**src/rtl/uart_core_if.sv**
```systemverilog
// Byte-level handshake between uart_core (slave) and its client, the debug unit (master).
// tx_write is a request sampled every cycle and taken only when tx_busy is low; all strobes are one-cycle pulses.
interface uart_core_if;
    logic       rx_ready;
    logic [7:0] rx_data;
    logic       rx_frame_err;
    logic       tx_write;
    logic [7:0] tx_data;
    logic       tx_finished;
    logic       tx_busy;

    modport master (
        output tx_write, tx_data,
        input  rx_ready, rx_data, rx_frame_err, tx_finished, tx_busy
    );

    modport slave (
        input  tx_write, tx_data,
        output rx_ready, rx_data, rx_frame_err, tx_finished, tx_busy
    );
endinterface

```
**src/rtl/uart_core.sv**
```systemverilog
// Full-duplex 8N1 UART: rx pin to byte strobes, byte writes to tx frames.
// Independent RX and TX state machines, each with a down-counting bit timer.
module uart_core #(
    parameter int CLK_FREQ  = 12000000,
    parameter int UART_FREQ = 115200
) (
    input  logic              clk,
    input  logic              n_reset,
    input  logic              rx,
    output logic              tx,
    uart_core_if.slave        bus,
    output logic              dbg_rx_enable,
    output logic              dbg_tx_enable,
    output logic [2:0]        dbg_rx_state,
    output logic [1:0]        dbg_tx_state
);

    localparam int DIV = (CLK_FREQ + UART_FREQ / 2) / UART_FREQ;
    localparam int CW  = $clog2(DIV);
    localparam logic [CW-1:0] DIV_M1  = CW'(DIV - 1);
    localparam logic [CW-1:0] HALF_M1 = CW'(DIV / 2 - 1);
    localparam logic [CW-1:0] CNT_ONE = CW'(1);

    generate
        if (DIV < 4) begin : g_div_check
            $error("uart_core: bit period DIV must be at least 4 clocks");
        end
    endgenerate

    typedef enum logic [2:0] {R_IDLE, R_START, R_DATA, R_STOP, R_WAIT_HIGH} rx_state_t;
    typedef enum logic [1:0] {T_IDLE, T_START, T_DATA, T_STOP} tx_state_t;

    // ---------------- RX ----------------
    rx_state_t     rx_state, rx_next;
    logic          rx_meta, rx_s;
    logic [CW-1:0] rx_cnt;
    logic [2:0]    rx_bit;
    logic [7:0]    rx_shift;
    logic          rx_tick;

    assign rx_tick = (rx_cnt == '0);

    // Synchroniser presets high so leaving reset never looks like a start edge.
    always_ff @(posedge clk) begin
        if (!n_reset) begin
            rx_meta <= 1'b1;
            rx_s    <= 1'b1;
        end else begin
            rx_meta <= rx;
            rx_s    <= rx_meta;
        end
    end

    always_ff @(posedge clk) begin
        if (!n_reset) rx_state <= R_IDLE;
        else          rx_state <= rx_next;
    end

    always_comb begin
        rx_next = rx_state;
        case (rx_state)
            R_IDLE:      if (!rx_s) rx_next = R_START;
            R_START:     if (rx_tick) rx_next = rx_s ? R_IDLE : R_DATA;
            R_DATA:      if (rx_tick && rx_bit == 3'd7) rx_next = R_STOP;
            R_STOP:      if (rx_tick) rx_next = rx_s ? R_IDLE : R_WAIT_HIGH;
            R_WAIT_HIGH: if (rx_s) rx_next = R_IDLE;
            default:     rx_next = R_IDLE;
        endcase
    end

    always_ff @(posedge clk) begin
        if (!n_reset) begin
            rx_cnt           <= '0;
            rx_bit           <= '0;
            rx_shift         <= '0;
            bus.rx_data      <= '0;
            bus.rx_ready     <= 1'b0;
            bus.rx_frame_err <= 1'b0;
        end else begin
            bus.rx_ready     <= 1'b0;
            bus.rx_frame_err <= 1'b0;
            if (!rx_tick) rx_cnt <= rx_cnt - CNT_ONE;
            case (rx_state)
                // Idle keeps the half-bit delay armed so the start bit is sampled mid-bit.
                R_IDLE: begin
                    rx_cnt <= HALF_M1;
                    rx_bit <= '0;
                end
                R_START: if (rx_tick) rx_cnt <= DIV_M1;
                R_DATA: if (rx_tick) begin
                    rx_shift <= {rx_s, rx_shift[7:1]};
                    rx_bit   <= rx_bit + 3'd1;
                    rx_cnt   <= DIV_M1;
                end
                R_STOP: if (rx_tick) begin
                    if (rx_s) begin
                        bus.rx_data  <= rx_shift;
                        bus.rx_ready <= 1'b1;
                    end else begin
                        bus.rx_frame_err <= 1'b1;
                    end
                end
                default: ;
            endcase
        end
    end

    // ---------------- TX ----------------
    tx_state_t     tx_state, tx_next;
    logic [CW-1:0] tx_cnt;
    logic [2:0]    tx_bit;
    logic [7:0]    tx_shift;
    logic          tx_tick;

    assign tx_tick = (tx_cnt == '0);

    always_ff @(posedge clk) begin
        if (!n_reset) tx_state <= T_IDLE;
        else          tx_state <= tx_next;
    end

    always_comb begin
        tx_next = tx_state;
        case (tx_state)
            T_IDLE:  if (bus.tx_write) tx_next = T_START;
            T_START: if (tx_tick) tx_next = T_DATA;
            T_DATA:  if (tx_tick && tx_bit == 3'd7) tx_next = T_STOP;
            T_STOP:  if (tx_tick) tx_next = T_IDLE;
            default: tx_next = T_IDLE;
        endcase
    end

    always_ff @(posedge clk) begin
        if (!n_reset) begin
            tx              <= 1'b1;
            tx_cnt          <= '0;
            tx_bit          <= '0;
            tx_shift        <= '0;
            bus.tx_finished <= 1'b0;
        end else begin
            bus.tx_finished <= 1'b0;
            if (!tx_tick) tx_cnt <= tx_cnt - CNT_ONE;
            case (tx_state)
                T_IDLE: begin
                    tx     <= 1'b1;
                    tx_bit <= '0;
                    if (bus.tx_write) begin
                        tx_shift <= bus.tx_data;
                        tx       <= 1'b0;
                        tx_cnt   <= DIV_M1;
                    end
                end
                T_START: if (tx_tick) begin
                    tx       <= tx_shift[0];
                    tx_shift <= {1'b0, tx_shift[7:1]};
                    tx_cnt   <= DIV_M1;
                end
                T_DATA: if (tx_tick) begin
                    tx_cnt <= DIV_M1;
                    tx_bit <= tx_bit + 3'd1;
                    if (tx_bit == 3'd7) begin
                        tx <= 1'b1;
                    end else begin
                        tx       <= tx_shift[0];
                        tx_shift <= {1'b0, tx_shift[7:1]};
                    end
                end
                // Finishing drops busy in the same cycle, so a write then starts the next frame at once.
                T_STOP: if (tx_tick) bus.tx_finished <= 1'b1;
                default: ;
            endcase
        end
    end

    assign bus.tx_busy    = (tx_state != T_IDLE);
    assign dbg_tx_enable  = (tx_state != T_IDLE);
    assign dbg_rx_enable  = (rx_state != R_IDLE);
    assign dbg_rx_state   = rx_state;
    assign dbg_tx_state   = tx_state;

endmodule
```
**src/flat_wrapper.sv**
```systemverilog
// flat-port wrapper written by rule: the top's interface ports become plain ports
module uart_core_flat 
#(
    parameter int CLK_FREQ  = 12000000,
    parameter int UART_FREQ = 115200
)
  (clk, n_reset, rx, tx, dbg_rx_enable, dbg_tx_enable, dbg_rx_state, dbg_tx_state, bus_tx_write, bus_tx_data, bus_rx_ready, bus_rx_data, bus_rx_frame_err, bus_tx_finished, bus_tx_busy);
  uart_core_if bus_i ();
  input  logic clk;
  input  logic n_reset;
  input  logic rx;
  output logic tx;
  output logic dbg_rx_enable;
  output logic dbg_tx_enable;
  output logic [2:0] dbg_rx_state;
  output logic [1:0] dbg_tx_state;
  input wire logic [$bits(bus_i.tx_write)-1:0] bus_tx_write;
  input wire logic [$bits(bus_i.tx_data)-1:0] bus_tx_data;
  output wire logic [$bits(bus_i.rx_ready)-1:0] bus_rx_ready;
  output wire logic [$bits(bus_i.rx_data)-1:0] bus_rx_data;
  output wire logic [$bits(bus_i.rx_frame_err)-1:0] bus_rx_frame_err;
  output wire logic [$bits(bus_i.tx_finished)-1:0] bus_tx_finished;
  output wire logic [$bits(bus_i.tx_busy)-1:0] bus_tx_busy;
  assign bus_i.tx_write = bus_tx_write;
  assign bus_i.tx_data = bus_tx_data;
  assign bus_rx_ready = bus_i.rx_ready;
  assign bus_rx_data = bus_i.rx_data;
  assign bus_rx_frame_err = bus_i.rx_frame_err;
  assign bus_tx_finished = bus_i.tx_finished;
  assign bus_tx_busy = bus_i.tx_busy;
  uart_core #(.CLK_FREQ(CLK_FREQ), .UART_FREQ(UART_FREQ)) u_core (.clk(clk), .n_reset(n_reset), .rx(rx), .tx(tx), .bus(bus_i), .dbg_rx_enable(dbg_rx_enable), .dbg_tx_enable(dbg_tx_enable), .dbg_rx_state(dbg_rx_state), .dbg_tx_state(dbg_tx_state));
endmodule
```
**config.mk**
```make
export PLATFORM = sky130hd
export DESIGN_NAME = uart_core_flat
export DESIGN_NICKNAME = d
export VERILOG_FILES = /design/src/rtl/uart_core_if.sv /design/src/rtl/uart_core.sv /design/src/flat_wrapper.sv
export SDC_FILE = /design/constraint.sdc
export NUM_CORES = 1
export LEC_CHECK = 0
export ABC_CLOCK_PERIOD_IN_PS = 3000
export CAP_MARGIN = 20
export CORE_MARGIN = 2
export CORE_UTILIZATION = 35
export DETAILED_ROUTE_END_ITERATION = 7
export GPL_TIMING_DRIVEN = 0
export PLACE_DENSITY_LB_ADDON = 0.05
export SLEW_MARGIN = 10
export SYNTH_ARGS = -nofsm -noshare
export SYNTH_HDL_FRONTEND = slang
export SYNTH_SLANG_ARGS = --single-unit
```
**constraint.sdc**
```tcl
create_clock -name clk -period 3 [get_ports clk]
set_input_delay 0.3 -clock clk [delete_from_list [all_inputs] [get_ports clk]]
set_output_delay 0.3 -clock clk [all_outputs]
set_load 0.02 [all_outputs]
```
==> results by group <==
Finish
  – Final core utilization: 42.99%
  – Area added between synthesis and finish: 19.02%
  – Multi-input combinational cell area: 1541 um2
  – Share of layout cells above drive strength 1: 7.222%
  – Non-filler cells, final: 462
  – Most frequent cells in the layout: dfxtp_1, nand2_1, clkdlybuf4s50_1
  – Most common cell after layout, fill and taps aside: dfxtp_1
  – Storage element area: 1101 um2
  – Ant diodes: 0
  – Nets: 386
  – Fillcell total: 811

GRT
  – Largest net degree at the start of global routing: 19
  – Number of global-route vias before repair: 2,299
  – Grt ovf: 0
  – Overall routing resource usage: 16.15%
  – Initial antenna violation count: 0
  – First-pass GRT wire length: 11,300 um

Pwr
  – Pleak: 1.189 nW
  – Power Dens Cells: 790.7 nW/um2
  – Clock power frac: 16.7%
  – Switch share: 41.51%
  – Net Sw Power: 1.085 mW
  – Worst vdd ir: 0.0002818 V
  – Combinational fraction of design power: 47.9%
  – Internal power: 1.528 mW
  – Register share of total power: 35.4%

Route
  – Max layer used: met4
  – Metal3 WL: 320 um
  – Iteration-0 DRC Markers: 98
  – DRC viols: 0
  – Met2 wire length: 2749 um
  – Post-Route WL: 6574 um
  – Post-DR wirelength/cell: 14.23 um
  – Wire length on met1: 3385 um
  – Vias per cell: 5.171
  – DR pass1 iterations: 4
  – ANT nets after route: 0
  – Routed vias: 2,389

Timing
  – Endpoints failing hold: 0
  – Setup TNS: 0 ps
  – RSZ-0062 raised after global routing: no
  – Peak Freq: 392.3 MHz
  – Hold slack: 394.5 ps
  – Setup violators final: 0
  – Tmin final: 2549 ps
  – Final Skew: 6.456 ps
  – Max_slew headroom: 32.50%
  – Tcrit/Tclk final: 84.96%
  – Min setup slack post-route: 451.2 ps
  – Worst-margin pin slew: 1003 ps
  – Slew Viols, Final: 0

Logic synthesis
  – YS warnings: 0
  – Cell area after synthesis: 2776 um2
  – Main synth FF type: dfxtp_1
  – Fraction of registers with async set or reset after synthesis: 0%
  – Syn Inst Count: 321
  – Post-synthesis sequential area ratio: 39.66%
  – Syn_nets: 348
  – Post-synth EDFFs: 0
  – Post-synth cell types: 53
  – Post-synthesis area per instance: 8.649 um2
  – Yosys reg bits: 55

Clock network
  – Post-CTS sizing: 0
  – Setup Buffers After CTS: 0
  – CTS buffer count: 5
  – H-tree Lvls: 2
  – Hold_buf cts: 0
  – Clk_lat worst skew: 320 ps
  – Max Root-Sink Buffers: 2
  – CTS tree: yes
  – CTS Sinks: 55
  – Clock transition at path regs: 110 ps
  – Clock Tree Root: clkbuf_8

Placement
  – I/O Buffers: 30
  – GPL Wtd Cong: 0.8131
  – Dpl cells: 454
  – Post-place setup slack: 564.7 ps
  – Post-detail-place hpwl: 4800 um

Die
  – # rows: 32
  – Die height: 93.07 um
  – Die Span X: 93.07 um
  – Initial Util: 36.12%
  – I/O pin total: 32
  – Total core area: 7687 um2
  – Die Area: 8661 um2

Worst setup path
  – WP data arrival: 2250 ps
  – Crit path kind: reg2out
  – Critical Path Source Type: flop
  – Req. time, crit path: 2700 ps
  – Worst setup EP type: output pin
  – Crit path max fanout: 8

Run
  – Max cap viols: 0

Outcome
  – Status: finished, final reports clean

Hold path
  – Min-delay worst type: in2reg
-- routing by layer --
layer / vias up / GRT usage (%)
met2: 68 / 24.15
met4: 0 / 5.270
met5: - / 0
met1: 1088 / 23.26
li1: 1222 / -
met3: 11 / 3.223
-- per-stage QoR --
| step | total power, mW | cell area, um2 |
|---|---|---|
| after detailed placement | 2.197 | 3212 |
| after floorplan | 1.849 | 2776 |
| after global placement | 2.175 | 3204 |
| after global routing | 2.829 | 3304 |
| final | 2.613 | 3304 |
| after CTS | 2.640 | 3304 |
-- path summary, 6_finish.rpt --
| path | startpoint | to | slack, ps | cells past startpoint |
|---|---|---|---|---|
| min reg2reg | u_core.rx_meta$_SDFF_PN1_ | u_core.rx_s$_SDFF_PN1_ | 420 | 1 |
| min | bus_tx_write | u_core.tx_cnt[2]$_SDFF_PN0_ | 390 | 3 |
| max reg2reg | u_core.tx_cnt[2]$_SDFF_PN0_ | u_core.tx_shift[3]$_SDFFE_PN0P_ | 560 | 4 |
| max | u_core.dbg_rx_state[0]$_SDFFE_PN0P_ | dbg_rx_enable | 450 | 4 |
-- cell type report --
class | instances | area share (%)
buffer | 17 | 2.348
clock buffer | 5 | 2.083
clock inverter | 3 | 0.7194
inverter | 15 | 1.704
multi-input combinational | 234 | 46.65
sequential | 55 | 33.32
tap | 102 | 3.862
timing repair buffer | 31 | 9.315
-- registers in the layout, indices dropped and copies added (netlist names), 2 cells and up --
register	cells
u_core.bus.rx_data	8
u_core.rx_shift	8
u_core.tx_shift	8
u_core.rx_cnt	7
u_core.tx_cnt	7
u_core.dbg_rx_state	3
u_core.rx_bit	3
u_core.tx_bit	3
u_core.dbg_tx_state	2
-- Yosys cell counts (all sizes together) (4+ instances only) --
cell / number / area (um2)
a21oi: 17 / 85.08
buf: 4 / 27.52
clkbuf: 13 / 50.04
dfxtp: 55 / 1101
ha: 15 / 187.7
inv: 13 / 48.80
mux2i: 16 / 160.2
nand2: 33 / 123.9
nand2b: 9 / 56.30
nand3: 10 / 50.05
nor2: 28 / 105.1
nor2b: 6 / 37.54
nor3: 10 / 61.31
nor4: 4 / 25.02
o21ai: 19 / 95.09
o22ai: 5 / 31.28
o31ai: 5 / 37.54
o32ai: 7 / 61.31
or2: 4 / 25.03
or3: 4 / 31.28
or4: 4 / 41.29
xnor2: 4 / 35.03
xor2: 4 / 35.03
-- power groups by stage --
stage / logic (mW) / registers, mW / clock network, mW
after floorplan: 0.912 / 0.937 / 0
after global routing: 1.41 / 0.941 / 0.476
final: 1.25 / 0.925 / 0.435
after global placement: 1.23 / 0.940 / 0
after CTS: 1.26 / 0.924 / 0.454
after detailed placement: 1.26 / 0.941 / 0
-- critical path, cell delays in order, from the launching register on --
cell	delay, ps
dfxtp_1	320
clkbuf_1	190
nor3_1	520
inv_1	290
clkdlybuf4s50_1	600
-- kinds of logic (layout without fill, tap and decap cells) --
logic type / count (synthesis) / in the layout / share of synthesized area [%]
DFF: 55 / 55 / 39.66
and+or+nand+nor: 123 / 123 / 22.98
xor gates and xnor gates: 8 / 8 / 2.523
AOI/OAI and AO/OA: 72 / 72 / 17.49
muxes: 16 / 16 / 5.768
adders and majority gates: 15 / 15 / 6.760
buffers and inverters: 32 / 71 / 4.822
Note: power is estimated with default switching activity, not from simulation.
